File: src/rtl/spp_run_sequencer.sv
// -----------------------------------------------------------------------------
// spp_run_sequencer
//
// Drives a batch of go pulses to a single go/done/result responder, one run at
// a time. For each run it measures the number of cycles from go to done and
// stores {result, latency} in a small first-word-fall-through FIFO.
//
// Ports
//   clk          rising-edge clock
//   reset        synchronous active-low reset
//   start        batch request, only accepted while idle
//   num_runs     number of runs in the batch, latched when start is accepted
//   go_o         one-cycle go pulse to the responder
//   done_i       responder completion flag
//   result_i     responder result, valid while done_i is high
//   rd_en        pop the FIFO head (ignored while empty)
//   rd_data      {result, latency} at the FIFO head, zero while empty
//   fifo_empty   FIFO holds no entries
//   fifo_full    FIFO holds DEPTH entries
//   busy         sequencer is not idle
//   batch_done   one-cycle pulse when a batch completes normally
//   timeout_err  sticky abort flag, cleared by the next accepted start
// -----------------------------------------------------------------------------
module spp_run_sequencer #(
  parameter int RESULT_W = 16,
  parameter int LAT_W    = 12,
  parameter int DEPTH    = 4,
  parameter int TIMEOUT  = 1000
) (
  input  logic                      clk,
  input  logic                      reset,
  input  logic                      start,
  input  logic [7:0]                num_runs,
  output logic                      go_o,
  input  logic                      done_i,
  input  logic [RESULT_W-1:0]       result_i,
  input  logic                      rd_en,
  output logic [RESULT_W+LAT_W-1:0] rd_data,
  output logic                      fifo_empty,
  output logic                      fifo_full,
  output logic                      busy,
  output logic                      batch_done,
  output logic                      timeout_err
);

  localparam int ENTRY_W = RESULT_W + LAT_W;
  localparam int PTR_W   = (DEPTH > 1) ? $clog2(DEPTH) : 1;
  localparam int CNT_W   = $clog2(DEPTH + 1);

  localparam logic [LAT_W-1:0] TIMEOUT_L = LAT_W'(TIMEOUT);
  localparam logic [CNT_W-1:0] DEPTH_L   = CNT_W'(DEPTH);

  localparam logic [1:0] S_IDLE  = 2'd0;
  localparam logic [1:0] S_ISSUE = 2'd1;
  localparam logic [1:0] S_WAIT  = 2'd2;
  localparam logic [1:0] S_STORE = 2'd3;

  // Sequencer state
  logic [1:0]          state_q, state_d;
  logic [7:0]          rem_q, rem_d;
  logic [LAT_W-1:0]    lat_q, lat_d;
  logic [LAT_W-1:0]    lat_inc;
  logic [RESULT_W-1:0] res_q, res_d;
  logic                go_q, busy_q;
  logic                batch_done_q, batch_done_d;
  logic                timeout_err_q, timeout_err_d;

  // FIFO state
  logic [ENTRY_W-1:0]  mem_q [DEPTH];
  logic [PTR_W-1:0]    wr_ptr_q, rd_ptr_q;
  logic [CNT_W-1:0]    count_q;
  logic                push, pop;

  assign lat_inc = lat_q + LAT_W'(1);

  // ---------------------------------------------------------------------------
  // Next-state logic
  // ---------------------------------------------------------------------------
  // NOTE: every signal assigned here gets a default first, so no path through
  // the case statement can leave a value unassigned and infer a latch.
  always_comb begin
    state_d       = state_q;
    rem_d         = rem_q;
    lat_d         = lat_q;
    res_d         = res_q;
    timeout_err_d = timeout_err_q;
    batch_done_d  = 1'b0;
    push          = 1'b0;

    case (state_q)
      S_IDLE: begin
        if (start) begin
          rem_d         = num_runs;
          timeout_err_d = 1'b0;
          if (num_runs == 8'd0) begin
            batch_done_d = 1'b1;
          end else begin
            state_d = S_ISSUE;
          end
        end
      end

      S_ISSUE: begin
        lat_d   = '0;
        state_d = S_WAIT;
      end

      S_WAIT: begin
        // lat_q ends up holding the latency of the completed run, so the
        // FIFO entry can be built straight from res_q/lat_q in STORE.
        lat_d = lat_inc;
        if (done_i) begin
          res_d   = result_i;
          state_d = S_STORE;
        end else if (lat_inc == TIMEOUT_L) begin
          timeout_err_d = 1'b1;
          rem_d         = '0;
          state_d       = S_IDLE;
        end
      end

      S_STORE: begin
        // A full FIFO still accepts the entry if the head is popped this cycle.
        if (!fifo_full || rd_en) begin
          push  = 1'b1;
          rem_d = rem_q - 8'd1;
          if (rem_q == 8'd1) begin
            state_d      = S_IDLE;
            batch_done_d = 1'b1;
          end else begin
            state_d = S_ISSUE;
          end
        end
      end

      default: state_d = S_IDLE;
    endcase
  end

  // NOTE: state registers use non-blocking assignments so every flop samples
  // the values from before this edge, independent of statement order.
  always_ff @(posedge clk) begin
    if (!reset) begin
      state_q       <= S_IDLE;
      rem_q         <= '0;
      lat_q         <= '0;
      res_q         <= '0;
      go_q          <= 1'b0;
      busy_q        <= 1'b0;
      batch_done_q  <= 1'b0;
      timeout_err_q <= 1'b0;
    end else begin
      state_q       <= state_d;
      rem_q         <= rem_d;
      lat_q         <= lat_d;
      res_q         <= res_d;
      go_q          <= (state_d == S_ISSUE);
      busy_q        <= (state_d != S_IDLE);
      batch_done_q  <= batch_done_d;
      timeout_err_q <= timeout_err_d;
    end
  end

  assign go_o        = go_q;
  assign busy        = busy_q;
  assign batch_done  = batch_done_q;
  assign timeout_err = timeout_err_q;

  // ---------------------------------------------------------------------------
  // FWFT FIFO
  // ---------------------------------------------------------------------------
  assign fifo_empty = (count_q == '0);
  assign fifo_full  = (count_q == DEPTH_L);
  assign pop        = rd_en && !fifo_empty;
  assign rd_data    = fifo_empty ? '0 : mem_q[rd_ptr_q];

  always_ff @(posedge clk) begin
    if (!reset) begin
      wr_ptr_q <= '0;
      rd_ptr_q <= '0;
      count_q  <= '0;
    end else begin
      if (push) wr_ptr_q <= wr_ptr_q + PTR_W'(1);
      if (pop)  rd_ptr_q <= rd_ptr_q + PTR_W'(1);
      case ({push, pop})
        2'b10:   count_q <= count_q + CNT_W'(1);
        2'b01:   count_q <= count_q - CNT_W'(1);
        default: count_q <= count_q;
      endcase
    end
  end

  // NOTE: the storage array has no reset; the occupancy count alone decides
  // which slots are valid, and rd_data is forced to zero while empty.
  always_ff @(posedge clk) begin
    if (push) mem_q[wr_ptr_q] <= {res_q, lat_q};
  end

endmodule

File: config.mk
export PLATFORM = sky130hd
export DESIGN_NAME = spp_run_sequencer
export DESIGN_NICKNAME = d
export VERILOG_FILES = /design/src/rtl/spp_run_sequencer.sv
export SDC_FILE = /design/constraint.sdc
export NUM_CORES = 1
export LEC_CHECK = 0
export CORE_ASPECT_RATIO = 0.9
export CORE_MARGIN = 4
export CORE_UTILIZATION = 25
export CTS_CLUSTER_DIAMETER = 50
export DETAILED_ROUTE_END_ITERATION = 6
export MAX_ROUTING_LAYER = met4
export PLACE_DENSITY = 0.49
export SKIP_LAST_GASP = 1
export SLEW_MARGIN = 10
export SYNTH_ARGS = -nofsm -noshare
export SYNTH_HDL_FRONTEND = slang
export SYNTH_SLANG_ARGS = --single-unit
File: constraint.sdc
create_clock -name clk -period 7.5 [get_ports clk]
set_input_delay 1.875 -clock clk [delete_from_list [all_inputs] [get_ports clk]]
set_output_delay 1.875 -clock clk [all_outputs]
set_load 0.1 [all_outputs]
# After elaboration in Yosys (flattened, before gate mapping)
# Memories as Yosys holds them, arrays and structs flattened. A register that Yosys moved wholly into a read port is not among the register bits.
# Index checks and enable logic that the tools add are counted.
[totals]
ff_bits = 49
mem_bits_rw = 112
input_bits = 29
output_inout_bits = 34
wordCells = 76
n_memories = 1
[memory_table]
columns = ["name", "depth", "word_bits", "rd", "rd_clocked_by_memory_dff", "wr", "line_no", "text"]
rows = [
  ["mem_q", 4, 28, 1, 1, 1, "69", "logic [ENTRY_W-1:0] mem_q [DEPTH];"],
]
[op_classes]
add_sub_neg = 6
eq_ne = 13
n_mux = 30
n_reduce_logical = 15
[op_table]
columns = ["operator", "count"]
rows = [
  ["$mux 8", 4],
  ["$mux 28", 1],
  ["$pmux 12 s2", 1],
  ["$pmux 8 s3", 1],
  ["$mux 2", 7],
  ["$add 12x1->12 const B", 1],
  ["$eq 12x10->1 const B", 1],
  ["$mux 1", 12],
  ["$eq 8x1->1 const B", 1],
  ["$logic_not 8->1", 1],
  ["$ne 2x2->1 const B", 4],
  ["$pmux 2 s4", 1],
  ["$reduce_bool 2->1", 4],
  ["$sub 8x1->8 const B", 1],
  ["$eq 2x1->1 const B", 3],
  ["$eq 2x2->1 const B", 3],
  ["$pmux 3 s2", 1],
  ["$reduce_and 5->1", 1],
  ["$add 2x1->2 const B", 2],
  ["$pmux 1 s2", 2],
  ["$reduce_and 4->1", 1],
  ["$add 3x1->3 const B", 1],
  ["$eq 3x3->1 const B", 1],
  ["$logic_not 3->1", 1],
  ["7 further kinds", 8],
]

# Longest topological paths before layout
[logic_depth]
ltp_word = 7
mapped_depth = 11
ltp_nobuf = 10

# Least setup slack after synthesis
# Ideal clock, no wire load.
[synth_timing]
path_kind = "reg2out"
startpoint = "register with a tool-made name"
endpoint = "output rd_data[10]"
arrival_ps = 2750
t_required_ps = 5625
setup_slack_ps = 2875
path_stages_with_launch = 5
n_path_buf = 2
cell_sequence = "dfxtp_1 -> clkbuf_1 -> buf_2 -> mux4_2 -> nor2b_1"
[synth_rtl]
columns = ["element", "line_no", "text"]
rows = [
  ["end, declared", "38", "output logic [RESULT_W+LAT_W-1:0] rd_data,"],
]

==> impl_metrics.csv <==
group,metric,value,unit
setup_path,worstPathArrival,3120,ps
timing,tns,0,ps
logic_synthesis,async_flop_share,0,%
hold_path,hp-class,"reg -> reg",
route,routed-wl-met3,662,um
clock_tree,cts-buffers-inserted,17,
grt,grt_pass1_wl,25400,um
logic_synthesis,syn_inst,514,
logic_synthesis,yosys_warnings,0,
pwr,pwr-share-seq,36.7,%
die,start_util,25.6,%
placement,place_area,7990,sq um
die,die_width,184,um
pwr,sw_frac_of_total,39.9,%
pwr,combPwrFrac,34.3,%
cells_and_area,syn2layout_area_growth,22.7,%
logic_synthesis,synthDistinctLibCells,54,
logic_synthesis,yosysMostFrequentCell,"edfxtp_1",
logic_synthesis,post-synth-top-area-cell,"edfxtp_1",
setup_path,crit_required,5620,ps
clock_tree,path_clk_slew,70,ps
route,num_vias,4232,
die,die_area,30700,sq um
logic_synthesis,avgSynthCellArea,13.6,sq um
setup_path,critPathKind,"reg -> out",
logic_synthesis,synth_top_family_by_area,"simple AND/OR/NAND/NOR gates",
timing,drv_slew,0,
timing,relSlewSlack,34.3,%
die,row_count,57,
route,drc,0,
setup_path,cp-start-kind,"register",
job,maxCapViolCount,0,
clock_tree,cts.sinks,163,
timing,worst_pin_slew,982,ps
route,ant_nets,0,
route,dr.pass1.iters,4,
grt,antenna_found_initial,0,
clock_tree,clk_path_buf_depth,2,
timing,fin_crit,5000,ps
grt,grtUsageTotal,11.0,%
logic_synthesis,synth_simple_gate_area_share,13.1,%
pwr,ir_worst_vdd,0.000246,V
clock_tree,root_buffer,"clkbuf_16",
status,outcome,"finished, final reports clean",
logic_synthesis,seq_area_frac_synth,62.8,%
timing,hold_violations,0,
timing,setup_viol,0,
clock_tree,clk_latency,430,ps
logic_synthesis,netlist_top_cells_area,"edfxtp_1 48%, dfxtp_1 15%, mux4_2 9.0%",
cells_and_area,drive_above_1_share,14.1,%
pwr,total_power,2.94,mW
route,wl_per_cell,16.8,um
logic_synthesis,ys.flop_type,"edfxtp_1",
logic_synthesis,syn_area,6990,sq um
grt,grt_pass1_vias,4505,
pwr,power.switching,1.17,mW
cells_and_area,multiInputGateArea,2420,sq um
clock_tree,cts_hold_buf,0,
grt,grt_overflow_total,0,
logic_synthesis,netlist_top_cells_count,"112 x edfxtp_1, 58 x nand2_1, 51 x dfxtp_1, 42 x nor2b_1, 28 x mux4_2",
logic_synthesis,synth_top_area_share,48.1,%
clock_tree,htreeDepth,4,
cells_and_area,antenna_cells,0,
route,avgViaCountPerCell,4.49,
logic_synthesis,synth_compound_area_share,8.02,%
setup_path,critPathMaxFanout,21,
route,met1_length,7370,um
die,pin_count,63,
pwr,clockPowerShare,29.0,%
die,die_y,167,um
logic_synthesis,muxShareOfSynthArea,9.76,%
cells_and_area,nets,617,
logic_synthesis,synth_edf_count,112,
clock_tree,cts_tree,"built",
pwr,internal_power,1.77,mW
timing,post-route-period-util,66.7,%
setup_path,worst_setup_path_end_kind,"primary output",
timing,skew,11.5,ps
cells_and_area,final_area,8570,sq um
logic_synthesis,synth_xor_area_share,1.25,%
route,dr.first_iter.drc_count,425,
route,finalWirelength,15800,um
clock_tree,post_cts_buffers,0,
placement,portBuffers,62,
placement,place_congestion,0.729,
logic_synthesis,ys_ff_latch,163,
route,highest_layer,"met4",
pwr,power.density,343,nW/um^2
logic_synthesis,synth.net_count,556,
route,dr_wl_met2,7550,um
clock_tree,post_cts_resized,0,
timing,rsz0062_at_grt,"false",
cells_and_area,ff_latch_area,4390,sq um
grt,grt_max_degree,54,
pwr,leakagePower,2.68,nW
timing,fmax,200,MHz
cells_and_area,final_core_util,31.5,%
die,core_area,27200,sq um
logic_synthesis,synth_adder_area_share,2.44,%
cells_and_area,fillers,2752,
placement,dpl.hpwl,9950,um
==> layout make-up <==
| cell class | instances | area share, % |
|---|---|---|
| flip-flops and latches | 163 | 51.1 |
| multi-input cells | 308 | 28.3 |
| repair buffers | 70 | 7.94 |
| well taps | 354 | 5.17 |
| clock buffers | 18 | 5.01 |
| clock inverters | 14 | 1.82 |
| inverters | 15 | 0.657 |
==> cell families after synthesis <==
| family | count (synthesis) |
|---|---|
| AO/OA/AOI/OAI | 79 |
| AND/OR/NAND/NOR | 173 |
| multiplexers | 33 |
| buffers and inverters | 43 |
| adder cells (fa/ha/maj) | 13 |
| XOR/XNOR | 10 |
| flip-flops | 163 |
==> routing by layer <==
metal,up-vias,GRT usage [%]
met5,-,-
met4,0,3.31
met3,17,2.57
met2,93,16.9
met1,2100,14.5
li1,2022,-
==> registers in the layout, summed over array words and instances (netlist names), named ones only <==
register / count
batch_done: 1
busy: 1
count_q: 3
go_o: 1
lat_q: 12
mem_q: 112
rd_ptr_q: 2
rem_q: 8
res_q: 16
state_q: 2
timeout_err: 1
wr_ptr_q: 2
==> cells in the final DEF (no fill, tap or decap), types with 6 or more instances in the layout <==
master	n
edfxtp_1	112
clkdlybuf4s50_1	62
nand2_1	58
dfxtp_1	50
nor2b_1	42
mux4_2	28
a21boi_0	24
a21oi_1	17
clkbuf_16	17
and2_1	15
inv_1	14
ha_1	12
nor3_1	11
o21ai_0	11
nand3_1	10
buf_4	8
nor2_1	7
xnor2_1	6
==> worst max-delay path, cell delays in order, from the launching register on <==
cell	delay, ps
dfxtp_2	500
buf_4	480
mux4_2	590
nor2b_1	150
clkdlybuf4s50_1	980
==> power by group through the flow <==
stage	Combinational, mW	Sequential (mW)	Clock (mW)
final	1.01	1.08	0.851
after global routing	1.09	1.09	0.918
after CTS	1.03	1.08	0.876
after detailed placement	1.03	1.10	0
after global placement	1.01	1.09	0
after floorplan	0.751	1.11	0
==> final timing paths <==
kind | cells past startpoint | slack, ps | to | startpoint
min | 2 | 480 | rem_q[6] | rem_q[6]
max | 4 | 2500 | rd_data[9] | register
max reg2reg | 8 | 4370 | rem_q[7] | lat_q[1]
min reg2reg | 2 | 480 | rem_q[6] | rem_q[6]
==> through the flow <==
step | hold WS, ps | instances | setup WS, ps
final | 476 | 942 | 2500
after global routing | 504 | 942 | 2320
after CTS | 474 | 942 | 2400
after detailed placement | 465 | 910 | 2870
after global placement | 460 | 910 | 2900
after floorplan | 447 | 514 | 2880
(Power assumes the default switching activity.)
==> RTL edit 1, RTL diff (same settings) <==
Make the reset (`reset`) asynchronous in 2 clocked blocks. Comments in the files are not updated.
--- a/src/rtl/spp_run_sequencer.sv
+++ b/src/rtl/spp_run_sequencer.sv
@@ -139,7 +139,7 @@
 
   // NOTE: state registers use non-blocking assignments so every flop samples
   // the values from before this edge, independent of statement order.
-  always_ff @(posedge clk) begin
+  always_ff @(posedge clk or negedge reset) begin
     if (!reset) begin
       state_q       <= S_IDLE;
       rem_q         <= '0;
@@ -174,7 +174,7 @@
   assign pop        = rd_en && !fifo_empty;
   assign rd_data    = fifo_empty ? '0 : mem_q[rd_ptr_q];
 
-  always_ff @(posedge clk) begin
+  always_ff @(posedge clk or negedge reset) begin
     if (!reset) begin
       wr_ptr_q <= '0;
       rd_ptr_q <= '0;
Function: differs if reset is asserted again (counterexample within 4 cycles, from zero or initial values and one cycle with reset low); with reset held inactive, the same outputs for 10 cycles.
==> RTL edit 1 against the original RTL <==
Utilization is 0.57 points lower; count of clock-buffer cells in the layout stayed put; area after synthesis is 1.2% higher; sequential cell count is 2 lower; worst setup slack worse by 0.21 ns; die area is 1.2% higher; routed wire length is 0.25% lower; design area is 0.69% higher.
Power is not shown: default switching activity piles up to over one toggle a cycle in this logic, so the estimate is an artifact.
==> RTL edit 1: results (changes against the original RTL) <==
- Post-Syn Instances: 468 (was 514)
- Outcome: finished, final reports clean (unchanged)
- Post-DP Area: 0.00808 mm^2 (was 0.00799 mm^2)
- Met3 WL: 853 um (was 662 um)
- R2R Path Start: state_q[0] (was lat_q[1])
- CP Data Arrival Time: 3.33 ns (was 3.12 ns)
- Drt first-iter violations: 239 (was 425)
- Dpl ws: 2.66 ns (was 2.87 ns)
- Reg2reg end: rem_q[7] (unchanged)
- Gr usage total: 10.9% (was 11.0%)
- Mux cell area share after synthesis: 12.2% (was 9.76%)
- Fillers: 2,713 (was 2,752)
- DP HPWL: 9.84 mm (was 9.95 mm)
- Post-synthesis compound-gate area fraction: 6.05% (was 8.02%)
- Hold Path Cell Cnt: 0 (was 2)
- Synth Area in Adders: 2.41% (was 2.44%)
- Routed len/inst: 17.4 um (was 16.8 um)
- Routed wl met2: 8.02 mm (was 7.55 mm)
- Syn_nets: 510 (was 556)
- WL met1: 6.75 mm (was 7.37 mm)
- Drt first pass iters: 6 (was 4)
- Global-route wire length before repair: 25.0 mm (was 25.4 mm)
- Skew final: 0.00777 ns (was 0.0115 ns)
- Largest net degree at the start of global routing: 50 (was 54)
- Top delay family on crit path: flip-flops (was buffers and inverters)
- Ranking of synthesized cells by area: edfxtp_1 (48%), dfrtp_1 (17%), mux4_2 (8.9%) (was edfxtp_1 (48%), dfxtp_1 (15%), mux4_2 (9.0%))
- Final nets: 576 (was 617)
- Dpl cells: 875 (was 910)
- Max-slew headroom: 25.2% (was 34.3%)
- Commonest cells in the netlist: edfxtp_1 (112), dfrtp_1 (49), nor2b_1 (32), mux4_2 (28), nand2_1 (26) (was edfxtp_1 (112), nand2_1 (58), dfxtp_1 (51), nor2b_1 (42), mux4_2 (28))
- GP Congestion: 0.863 (was 0.729)
==> RTL edit 1: layout make-up <==
class | count | share of cell area (%)
timing repair buffer | 69 | 7.74
clock inverter | 14 | 1.45
sequential | 161 | 53.2
multi-input combinational | 262 | 26.4
inverter | 23 | 1.00
clock buffer | 18 | 4.97
tap | 360 | 5.22
==> RTL edit 1: metal layers <==
metal  vias up  global-route usage (%)
li1       1911                       -
met3        12                    3.43
met2        83                    17.9
met4         0                    2.62
met5         -                       -
met1      2104                    13.1
==> RTL edit 1: worst min path at each step <==
stage / to / start
finish: mem_q[1][20] / res_q[8]
global route: mem_q[2][16] / res_q[4]
CTS: mem_q[3][16] / res_q[4]
detailed placement: mem_q[1][16] / res_q[4]
global placement: mem_q[0][17] / res_q[5]
floorplan: count_q[2] / count_q[2]
==> RTL edit 2, RTL diff (same flow settings) <==
Made on the original files. The parameter `LAT_W` goes from 12 to 24.
--- a/src/rtl/spp_run_sequencer.sv
+++ b/src/rtl/spp_run_sequencer.sv
@@ -23,7 +23,7 @@
 // -----------------------------------------------------------------------------
 module spp_run_sequencer #(
   parameter int RESULT_W = 16,
-  parameter int LAT_W    = 12,
+  parameter int LAT_W    = 24,
   parameter int DEPTH    = 4,
   parameter int TIMEOUT  = 1000
 ) (
Ports: changed (resized rd_data); port bits go from 63 to 75. No check against the original RTL was run, so the function may have changed too.
==> RTL edit 2 against the original RTL <==
Register-to-register slack got worse by 0.39 ns; total power rose by 43%; area after synthesis increased by 37%; sequential power is 37% higher; design area increased by 38%; worst setup slack worse by 0.61 ns; count of clock-buffer cells in the layout is 17 higher; via count is 42% higher; routed wire length increased by 44%; non-clock buffer count rose by 15; sequential cell count rose by 60; clock skew grew 0.0076 ns.
==> RTL edit 2: results (changes against the original RTL) <==
- Ranking of synthesized cells by area: edfxtp_1 (50%), dfxtp_1 (13%), mux4_2 (9.4%) (was edfxtp_1 (48%), dfxtp_1 (15%), mux4_2 (9.0%))
- Outcome: finished, final reports clean (unchanged)
- Dpl ws: 2.33 ns (was 2.87 ns)
- Largest net degree at the start of global routing: 63 (was 54)
- Hold endpoint: rem_q[5] (was rem_q[6])
- Skew final: 0.0192 ns (was 0.0115 ns)
- Drt first-iter violations: 303 (was 425)
- Leak: 3.68 nW (was 2.68 nW)
- R2R depth: 9 (was 8)
- Share of post-route cells with drive strength above 1: 14.5% (was 14.1%)
- # H-tree levels: 1 (was 4)
- Avg Inst Size Synth: 13.1 um^2 (was 13.6 um^2)
- WL met1: 10.6 mm (was 7.37 mm)
- Routed wl met2: 10.5 mm (was 7.55 mm)
- Via count: 5,999 (was 4,232)
- CP Data Arrival Time: 3.73 ns (was 3.12 ns)
- Post-synthesis compound-gate area fraction: 6.90% (was 8.02%)
- Worst-margin pin slew: 1.11 ns (was 0.982 ns)
- Post-Synth XOR/XNOR Area: 1.28% (was 1.25%)
- Clk slew on worst S/H paths: 0.06 ns
- R2R Path Start: lat_q[0] (was lat_q[1])
- Peak VDD IR: 0.000150 V (was 0.000246 V)
- Drt total wl: 22.8 mm (was 15.8 mm)
- Commonest cells in the netlist: edfxtp_1 (160), nand2_1 (91), dfxtp_1 (63), a21oi_1 (52), nor2_1 (47) (was edfxtp_1 (112), nand2_1 (58), dfxtp_1 (51), nor2b_1 (42), mux4_2 (28))
- GP Congestion: 0.784 (was 0.729)
- Global-route wire length before repair: 36.1 mm (was 25.4 mm)
- Critical Path Fanout Max: 27 (was 21)
- Worst-Skew Late Latency: 0.53 ns (was 0.43 ns)
- DP HPWL: 14.3 mm (was 9.95 mm)
- Gr usage total: 11.1% (was 11.0%)
- Switching power: 0.00161 W (was 0.00117 W)
- Synth cell types: 60 (was 54)
- Synth Area in Adders: 1.64% (was 2.44%)
- Vias in the first global route: 6,125 (was 4,505)
- Hold_sp: rem_q[5] (was rem_q[6])
- Initial antenna violation count: 2 (was 0)
- Number of flops mapped to enable cells by yosys: 160 (was 112)
- PnR worst setup slack: 1.89 ns (was 2.50 ns)
- Clock Tree Buf Depth: 3 (was 2)
- Mux cell area share after synthesis: 9.71% (was 9.76%)
- Part of the Yosys area used for sequential elements: 63.2% (was 62.8%)
- Syn_nets: 774 (was 556)
- Drt first pass iters: 6 (was 4)
- Worst R2R Setup Slack: 3.98 ns (was 4.37 ns)
- Largest registers: mem_q (160), lat_q (24), res_q (16) (was mem_q (112), res_q (16), lat_q (12))
- Final nets: 848 (was 617)
- Reg2reg end: rem_q[5] (was rem_q[7])
==> RTL edit 2: changes by cell type after synthesis, moves of 6 or more <==
cell      before  now
nand2_1       58   91
edfxtp_1     112  160
a21boi_0      24    0
dfxtp_1       51   63
nand4_1        3   12
nor3_1        12   29
a21oi_1       17   52
mux4_2        28   40
or3_1          3    9
nor2_1         7   47
clkbuf_1      22   31
==> RTL edit 2: final cells by class <==
type                    count  area (um^2)
flip-flops and latches    223         6070
fillers                  3776        25800
clock buffers              35          768
multi-input cells         453         3310
diodes                      2         5.00
clock inverters            17          165
repair buffers             85          823
well taps                 483          604
inverters                  16         60.1
==> RTL edit 2: kinds of logic (layout without fill, tap and decap cells) <==
group / after synthesis / count (layout)
AOI/OAI and AO/OA: 103 / 103
xor gates and xnor gates: 14 / 14
adders and majority gates: 12 / 12
buffers and inverters: 57 / 153
DFF: 223 / 223
muxes: 43 / 43
other: 0 / 2
and+or+nand+nor: 281 / 281
==> RTL edit 2: metrics by stage <==
| stage | area, um^2 | hold slack (ns) | power (W) |
|---|---|---|---|
| after global routing | 11800 | 0.509 | 0.00443 |
| after global placement | 10900 | 0.467 | 0.00294 |
| after detailed placement | 10900 | 0.462 | 0.00294 |
| after CTS | 11800 | 0.475 | 0.00428 |
| after floorplan | 9600 | 0.444 | 0.00258 |
| final | 11800 | 0.479 | 0.00422 |
==> RTL edit 2: routing by layer <==
metal  up-vias  track usage, %
li1       2898               -
met1      2937            14.7
met2       129            17.7
met3        35            2.44
met4         0            2.16
met5         -               -
==> RTL edit 2: worst max path at each step <==
stage	depth (start not counted)	startpoint	end
CTS	4	register	rd_data[32]
detailed placement	4	register	rd_data[32]
global route	4	register	rd_data[22]
global placement	4	register	rd_data[32]
floorplan	4	register	rd_data[0]
finish	4	register	rd_data[22]
==> RTL edit 2: worst max-delay path, stage by stage, from the launching register on <==
cell             delay (ns)
dfxtp_2                1.06
buf_4                  0.46
mux4_2                 0.55
nor2b_1                0.15
clkdlybuf4s50_1        0.99
==> RTL edit 2: power groups by stage <==
stage | registers [W] | logic [W] | clock network, W
after detailed placement | 0.00150 | 0.00143 | 0
after global routing | 0.00149 | 0.00152 | 0.00142
after global placement | 0.00150 | 0.00143 | 0
after CTS | 0.00148 | 0.00144 | 0.00136
after floorplan | 0.00149 | 0.00109 | 0
final | 0.00148 | 0.00142 | 0.00132
